===== src/rtl/dmem_arbiter.sv =====
// Two-port (CPU / debug) data-memory arbiter: round-robin grant, one transaction
// in flight, per-transaction ack timeout and a saturating CPU stall counter.
module dmem_arbiter #(
  parameter int unsigned MAX_WAIT = 8
) (
  input  logic        clk_i,
  input  logic        rst_i,
  input  logic        start_i,
  input  logic        a_req_i,
  input  logic        a_we_i,
  input  logic [31:0] a_addr_i,
  input  logic [31:0] a_wdata_i,
  output logic [31:0] a_rdata_o,
  output logic        a_done_o,
  output logic        a_err_o,
  output logic        a_stall_o,
  input  logic        b_req_i,
  input  logic        b_we_i,
  input  logic [31:0] b_addr_i,
  input  logic [31:0] b_wdata_i,
  output logic [31:0] b_rdata_o,
  output logic        b_done_o,
  output logic        b_err_o,
  output logic        m_en_o,
  output logic        m_we_o,
  output logic [31:0] m_addr_o,
  output logic [31:0] m_wdata_o,
  input  logic [31:0] m_rdata_i,
  input  logic        m_ack_i,
  output logic [31:0] stall_cnt_o
);

  typedef enum logic [1:0] {S_IDLE, S_ISSUE, S_WAIT, S_DONE} state_e;

  state_e      state_q, state_d;
  logic        win_q, win_d;     // 0 = port A, 1 = port B
  logic        rr_q, rr_d;       // port granted most recently
  logic        we_q, we_d;
  logic [31:0] addr_q, addr_d;
  logic [31:0] wdata_q, wdata_d;
  logic [7:0]  wcnt_q, wcnt_d;
  logic        err_q, err_d;
  logic [31:0] a_rdata_q, a_rdata_d;
  logic [31:0] b_rdata_q, b_rdata_d;
  logic [31:0] stall_cnt_q, stall_cnt_d;
  logic        grant_b;

  always_comb begin
    state_d     = state_q;
    win_d       = win_q;
    rr_d        = rr_q;
    we_d        = we_q;
    addr_d      = addr_q;
    wdata_d     = wdata_q;
    wcnt_d      = wcnt_q;
    err_d       = err_q;
    a_rdata_d   = a_rdata_q;
    b_rdata_d   = b_rdata_q;
    grant_b     = b_req_i && (!a_req_i || !rr_q);
    unique case (state_q)
      S_IDLE: begin
        if (start_i && (a_req_i || b_req_i)) begin
          win_d   = grant_b;
          rr_d    = grant_b;
          we_d    = grant_b ? b_we_i    : a_we_i;
          addr_d  = grant_b ? b_addr_i  : a_addr_i;
          wdata_d = grant_b ? b_wdata_i : a_wdata_i;
          state_d = S_ISSUE;
        end
      end
      S_ISSUE: begin
        wcnt_d  = '0;
        err_d   = 1'b0;
        state_d = S_WAIT;
      end
      S_WAIT: begin
        if (m_ack_i) begin
          if (!we_q) begin
            if (win_q) b_rdata_d = m_rdata_i;
            else       a_rdata_d = m_rdata_i;
          end
          state_d = S_DONE;
        end else if (wcnt_q == 8'(MAX_WAIT - 1)) begin
          // last permitted wait cycle without ack: abort so done lands MAX_WAIT after entry
          err_d   = 1'b1;
          state_d = S_DONE;
        end else begin
          wcnt_d = wcnt_q + 8'd1;
        end
      end
      S_DONE:  state_d = S_IDLE;
      default: state_d = S_IDLE;
    endcase
  end

  always_comb begin
    stall_cnt_d = stall_cnt_q;
    if (a_stall_o && start_i && stall_cnt_q != '1) stall_cnt_d = stall_cnt_q + 32'd1;
  end

  always_ff @(posedge clk_i or posedge rst_i) begin
    if (rst_i) begin
      state_q     <= S_IDLE;
      win_q       <= 1'b0;
      rr_q        <= 1'b1;
      we_q        <= 1'b0;
      addr_q      <= '0;
      wdata_q     <= '0;
      wcnt_q      <= '0;
      err_q       <= 1'b0;
      a_rdata_q   <= '0;
      b_rdata_q   <= '0;
      stall_cnt_q <= '0;
    end else begin
      state_q     <= state_d;
      win_q       <= win_d;
      rr_q        <= rr_d;
      we_q        <= we_d;
      addr_q      <= addr_d;
      wdata_q     <= wdata_d;
      wcnt_q      <= wcnt_d;
      err_q       <= err_d;
      a_rdata_q   <= a_rdata_d;
      b_rdata_q   <= b_rdata_d;
      stall_cnt_q <= stall_cnt_d;
    end
  end

  assign m_en_o      = (state_q == S_ISSUE);
  assign m_we_o      = we_q;
  assign m_addr_o    = addr_q;
  assign m_wdata_o   = wdata_q;
  assign a_done_o    = (state_q == S_DONE) && !win_q;
  assign b_done_o    = (state_q == S_DONE) && win_q;
  assign a_err_o     = a_done_o && err_q;
  assign b_err_o     = b_done_o && err_q;
  assign a_rdata_o   = a_rdata_q;
  assign b_rdata_o   = b_rdata_q;
  assign a_stall_o   = a_req_i && !a_done_o;
  assign stall_cnt_o = stall_cnt_q;

endmodule


===== config.mk =====
export PLATFORM = sky130hd
export DESIGN_NAME = dmem_arbiter
export DESIGN_NICKNAME = d
export VERILOG_FILES = /design/src/rtl/dmem_arbiter.sv
export SDC_FILE = /design/constraint.sdc
export NUM_CORES = 1
export LEC_CHECK = 0
export CORE_MARGIN = 1.5
export CORE_UTILIZATION = 45
export CTS_CLUSTER_SIZE = 16
export DETAILED_ROUTE_END_ITERATION = 10
export DONT_BUFFER_PORTS = 1
export PLACE_DENSITY = 0.64
export SYNTH_ARGS = -nofsm -noshare
export SYNTH_HDL_FRONTEND = slang
export SYNTH_SLANG_ARGS = --single-unit

===== constraint.sdc =====
create_clock -name clk_i -period 5.8 [get_ports clk_i]
set_input_delay 1.45 -clock clk_i [delete_from_list [all_inputs] [get_ports clk_i]]
set_output_delay 1.45 -clock clk_i [all_outputs]
set_load 0.05 [all_outputs]

==> run metrics, run 1 <==
Die H 133.8 µm; Initial Utilization 46.28%; die area 17910 µm²; WP data required 4.35 ns; Total Routing Usage GR 20.36%; DR DRC count 0; Area Growth Syn to Fin 10.19%; core area 16640 µm²; met3 Use GR 4.837%; Syn Nets 835; sequential-to-total area share from yosys stat 56.55%; WL per Instance 20.49 µm; TritonCTS Sinks 174; PwrDens 659.2 nW/µm²; Main synth FF type dfrtp_1; first-pass GRT wire length 28.00 mm; root buf cell clkbuf_16; drt initial violations 148; via count 4980; H-tree depth 4; R2R depth 6; Final Hold Viols 0; commonest non-fill, non-tap cell in the layout dfrtp_1; CP max stage delay 0.56 ns; grt ovf 0; Tot Pwr 5595 µW; CTS tree done; Synth Instances 660; #FFs+latches synth 174; max-cap check violation count 0; PostCTS Resize Cnt 0; Inserted Diodes 0; worst skew pair latency 0.42 ns; count of final setup violators 0; met2 GRT Util 36.03%; Storage cell area 4355 µm²; fin nets 830; Fin Setup TNS 0 ns; Leak Pwr 0.003803 µW; Post-synth ARST share 100.0%; CP Max Fanout 4; clk buf depth 2; Fin Clk Skew 0.01579 ns; postcts setup bufs 0; Post-synth EDFFs 0; GR peak layer met2; Routed WL 18.20 mm; maximum number of pins on one net before global-route repair 133; WP data arrival 2.13 ns; Max IR drop VDD 0.0002950 V; Vias per Instance 5.608; row count 47; TritonCTS Buffers 17; Tmin final 3.582 ns; Worst-path clk slew 0.07 ns; CP Capture Type primary output; CP Cell Sequence ha_1, nand2b_1, inv_1, and2_1; layout cells sized above 1 17.07%; width of the die 133.8 µm; RSZ-0062 raised after global routing false; Ys Warns 0; GR Layer Usage met1 24.14%; vias in the first global route 5114; Worst Max-Slew Pin Slew 1.071 ns; Slew HR 28.62%; Multi-input gate area 3206 µm²; router iterations before antenna repair 5; worst setup path class register to primary output; Synth Cell Area 7702 µm²; post-placement worst setup slack 2.479 ns; f_max 279.2 MHz; Post-DP HPWL 13.44 mm; initial antenna violation count 0; Final Cycle Share 61.76%; status completed; Hold Path Depth 1; # IOs 335; Syn Area/Cell 11.67 µm²; library cells used by synthesis 45; FILL cells 1458; CP startpoint kind register; RePlAce Congestion 0.7979; Antenna Violating Nets Remaining 0; worst min path class register to register; final setup margin 2.218 ns; hold_buf cts 0; CP max stage cell and2_1; most frequent cells in the layout dfrtp_1, nand2_1, o21ai_0, mux2i_1, mux2_2; Port Buffers 0; max-slew violations 0
## routing by layer
layer	routed length, µm	up-vias
li1	-	2329
met3	1225	19
met5	0	-
met1	6967	2407
met4	308	0
met2	9696	225
## power by group
group          internal, µW  switching (µW)  total (µW)
combinational           409             472         881
clock                   569             517        1090
sequential             1650            1980        3630
## through the flow
stage,instances,area [µm²],util [%],hold WS [ns]
floorplan,660,7706,-,0.4752
global placement,856,7926,47.63,0.5004
detailed placement,856,7926,47.63,0.5129
CTS,888,8487,51.00,0.5309
global route,888,8487,51.00,0.5411
finish,888,8487,51.00,0.5277
## state kept, by name (all words and copies together) (netlist names)
| register | count |
|---|---|
| state_q | 2 |
| m_wdata_o | 32 |
| wcnt_q | 8 |
| rr_q | 1 |
| stall_cnt_o | 32 |
| b_rdata_o | 32 |
| m_addr_o | 32 |
| a_rdata_o | 32 |
| m_we_o | 1 |
| err_q | 1 |
| win_q | 1 |
## layout make-up
cell class,instances,area share (%)
tap,220,3.243
multi-input combinational,446,37.77
timing repair buffer,7,0.6192
clock inverter,13,1.504
sequential,174,51.32
inverter,9,0.4423
clock buffer,19,5.101
## final timing paths
check,startpoint,endpoint,slack [ns]
hold / removal,wcnt_q[4],wcnt_q[4],0.53
min in group asynchronous,rst_i,a_rdata_o[16],0.89
max in group asynchronous,rst_i,b_rdata_o[26],3.81
setup reg to reg,stall_cnt_o[0],stall_cnt_o[1],3.21
hold reg to reg,wcnt_q[4],wcnt_q[4],0.53
setup / recovery,state_q[0],a_err_o,2.22
## critical path, delay by kind of cell, from the launching register on
kind | cells | cell delay (ns)
AND/OR/NAND/NOR | 2 | 0.69
buffers and inverters | 1 | 0.45
flip-flops | 1 | 0.40
adder cells (fa/ha/maj) | 1 | 0.19
## cell usage after synthesis (5+ instances only)
master    number  area share (%)
dfrtp_1      173              56
nand2_1       89             4.3
o21ai_0       74             4.8
mux2_2        66             9.6
mux2i_1       66             8.6
xnor2_1       28             3.2
nand4_1       22             1.8
clkbuf_1      19            0.93
nand3_1       17             1.1
nor2_1        13            0.63
and3_1        12            0.97
buf_2          9            0.58
inv_1          9            0.44
ha_1           7             1.1
and2_1         6            0.49
a21oi_1        5            0.32
## logic make-up (layout without fill, tap and decap cells)
| logic type | Yosys count | in the layout | synth area share (%) |
|---|---|---|---|
| AO/OA/AOI/OAI | 91 | 91 | 6.303 |
| XOR/XNOR | 30 | 30 | 3.411 |
| adder cells (fa/ha/maj) | 7 | 7 | 1.137 |
| buffers and inverters | 40 | 48 | 2.095 |
| flip-flops | 174 | 174 | 56.55 |
| multiplexers | 133 | 133 | 18.37 |
| AND/OR/NAND/NOR | 185 | 185 | 12.13 |
(Power assumes the default switching activity.)
==> run 2, diff against run 1 <==
- ABC_AREA: not set -> 1
- PLACE_DENSITY: 0.64 -> 0.62
- clock period: 5.8 -> 3.4 ns (I/O delays scaled with it)
==> run 2 against run 1 <==
Against the previous run:
- synthesized cell count rose by 56%
- critical path depth increased by 1
- register-to-register slack worse by 2.1 ns
- setup slack worse by 1.7 ns
- wire length is 24% higher
- clock power rose by 81%
- combinational power grew 86%
- worst hold slack got worse by 0.16 ns
- global-route usage rose by 3.3 points
- clock-buffer cell count down 2
==> run metrics, run 2 <==
count of final setup violators 0; post-synth top area cell dfrtp_1; via count 6739; first-pass GRT wire length 35.68 mm; R2R depth 8; Initial Utilization 45.76%; die area 19090 µm²; #FFs+latches synth 174; H-tree depth 4; fin nets 1193; design area 9099 µm²; maximum number of pins on one net before global-route repair 76; most frequent cells in the layout nand2_1, o21ai_0, dfrtp_1, nor2_1, inv_1; Syn Nets 1204; Main synth FF type dfrtp_1; worst skew pair latency 0.42 ns; Tmin final 2.926 ns; Area Growth Syn to Fin 10.68%; WP depth 5; Leak Pwr 0.004205 µW; postcts setup bufs 0; Final Hold Viols 0; sequential-to-total area share from yosys stat 52.98%; RePlAce Congestion 0.8344; max-slew violations 0; Port Buffers 0; Area contributors post-synth dfrtp_1, o21ai_0, nand2_1, nor2_1, inv_1; Post-synth ARST share 100.0%; worst setup path class register to primary output; placed inst area 8501 µm²; TritonCTS Buffers 17; WP data required 2.55 ns; PwrDens 1048 nW/µm²; Post-synth EDFFs 0; CTS tree done; library cells used by synthesis 29; Die H 138.2 µm; layout cells sized above 1 7.087%; Final Cycle Share 86.06%; DR DRC count 0; grt ovf 0; vias in the first global route 6392; top-count cell post-synth nand2_1; max-cap check violation count 0; initial antenna violation count 0; Worst-path clk slew 0.07 ns; PostCTS Resize Cnt 0; TritonCTS Sinks 174; FILL cells 1706; row count 49; Fin Clk Skew 0.007352 ns; # IOs 335; reg-to-reg endpoint b_rdata_o[12]; status completed; commonest non-fill, non-tap cell in the layout nand2_1; clk buf depth 2; WL per Instance 17.87 µm; worst min path class primary input to asynchronous set/reset pin; Synth Instances 1029; Syn Area/Cell 7.989 µm²; WP data arrival 2.08 ns; post-synth top area share 52.66%; Fin Setup TNS 0 ns; Ys Warns 0; drt initial violations 462; hold_buf cts 0; crit-path leading delay family simple AND/OR/NAND/NOR gates; Vias per Instance 5.353; f_max 341.7 MHz; worst r2r src state_q[0]; Antenna Violating Nets Remaining 0; RSZ-0062 raised after global routing false; root buf cell clkbuf_16; Routed WL 22.50 mm; CP Capture Type primary output; Worst Max-Slew Pin Slew 0.9385 ns; width of the die 138.2 µm; CP max stage delay 0.70 ns; CP Cell Sequence ha_1, inv_1, nor2_1, nor2_1, buf_4; Slew HR 37.20%; CP Max Fanout 4; Max IR drop VDD 0.0005999 V; Synth Cell Area 8220 µm²; FF-to-FF setup slack 1.09 ns; Total Routing Usage GR 23.64%; CP Buf/Inv Count 2; most frequent CP cell nor2_1; Post-synth top cells nand2_1, o21ai_0, dfrtp_1, nor2_1, inv_1; CP startpoint kind register; Post-DP HPWL 16.18 mm; router iterations before antenna repair 5; CP max stage cell nor2_1; Inserted Diodes 0; core area 17960 µm²
-- run 2: changes by cell type after synthesis, moves of 19 or more --
cell	previous run	this run
clkbuf_1	19	41
inv_1	9	68
mux2_2	66	0
mux2i_1	66	0
nand2_1	89	269
nand4_1	22	3
nor2_1	13	117
o21ai_0	74	250
o21ai_1	0	23
xnor2_1	28	3
-- run 2: kinds of logic (layout without fill, tap and decap cells) --
group,count (synthesis),count (layout),synth area share [%]
buf+inv,122,123,6.012
compound gates,277,277,16.88
simple gates,431,431,21.14
fa+ha+maj,7,7,1.065
xor+xnor,18,18,1.918
flops,174,174,52.98
-- run 2: metrics by stage --
stage	utilization, %	instances	setup WS, ns	total power, µW	hold WS, ns
after detailed placement	47.32	1228	0.9242	7652	0.4742
after CTS	50.65	1259	0.4499	9615	0.3604
after global routing	50.65	1259	0.3871	10030	0.3883
after floorplan	-	1029	0.3262	7003	0.4488
after global placement	47.32	1228	0.9133	7584	0.4647
final	50.65	1259	0.4739	9538	0.3669
-- run 2: worst register-to-register path, stage by stage (launching register included) --
cell	delay, ns
dfrtp_1	0.41
inv_1	0.11
ha_1	0.25
nand2_1	0.09
inv_1	0.10
nand3_2	0.57
buf_4	0.48
nand2_1	0.07
o21ai_0	0.08
-- run 2: worst max path at each step --
stage                    to        from  slack, ns
6_report          a_stall_o  state_q[0]       0.47
5_1_grt           a_stall_o  state_q[1]       0.39
4_1_cts           a_stall_o  state_q[0]       0.45
3_5_place_dp      a_stall_o  state_q[0]       0.92
3_3_place_gp      a_stall_o  state_q[0]       0.91
2_1_floorplan  a_rdata_o[0]       rst_i       0.33
-- run 2: metal layers --
layer	vias to the layer above	part of all wire [%]	track usage, %
li1	3291	-	-
met4	0	2.6	8.643
met1	3159	41	29.38
met5	-	0	0
met2	252	50	39.96
met3	37	6.6	5.923
-- run 2: report_power, final --
part,internal [µW],switching (µW)
Combinational,518,1120
Clock,1050,914
Sequential,2780,3160
-- run 2: final cells by class --
type	count	area, µm²	area share, %
repair buffers	22	190.2	2.090
flip-flops and latches	174	4355	47.87
clock buffers	17	425.4	4.675
multi-input cells	733	3400	37.36
inverters	70	269.0	2.957
clock inverters	14	172.7	1.898
well taps	229	286.5	3.149
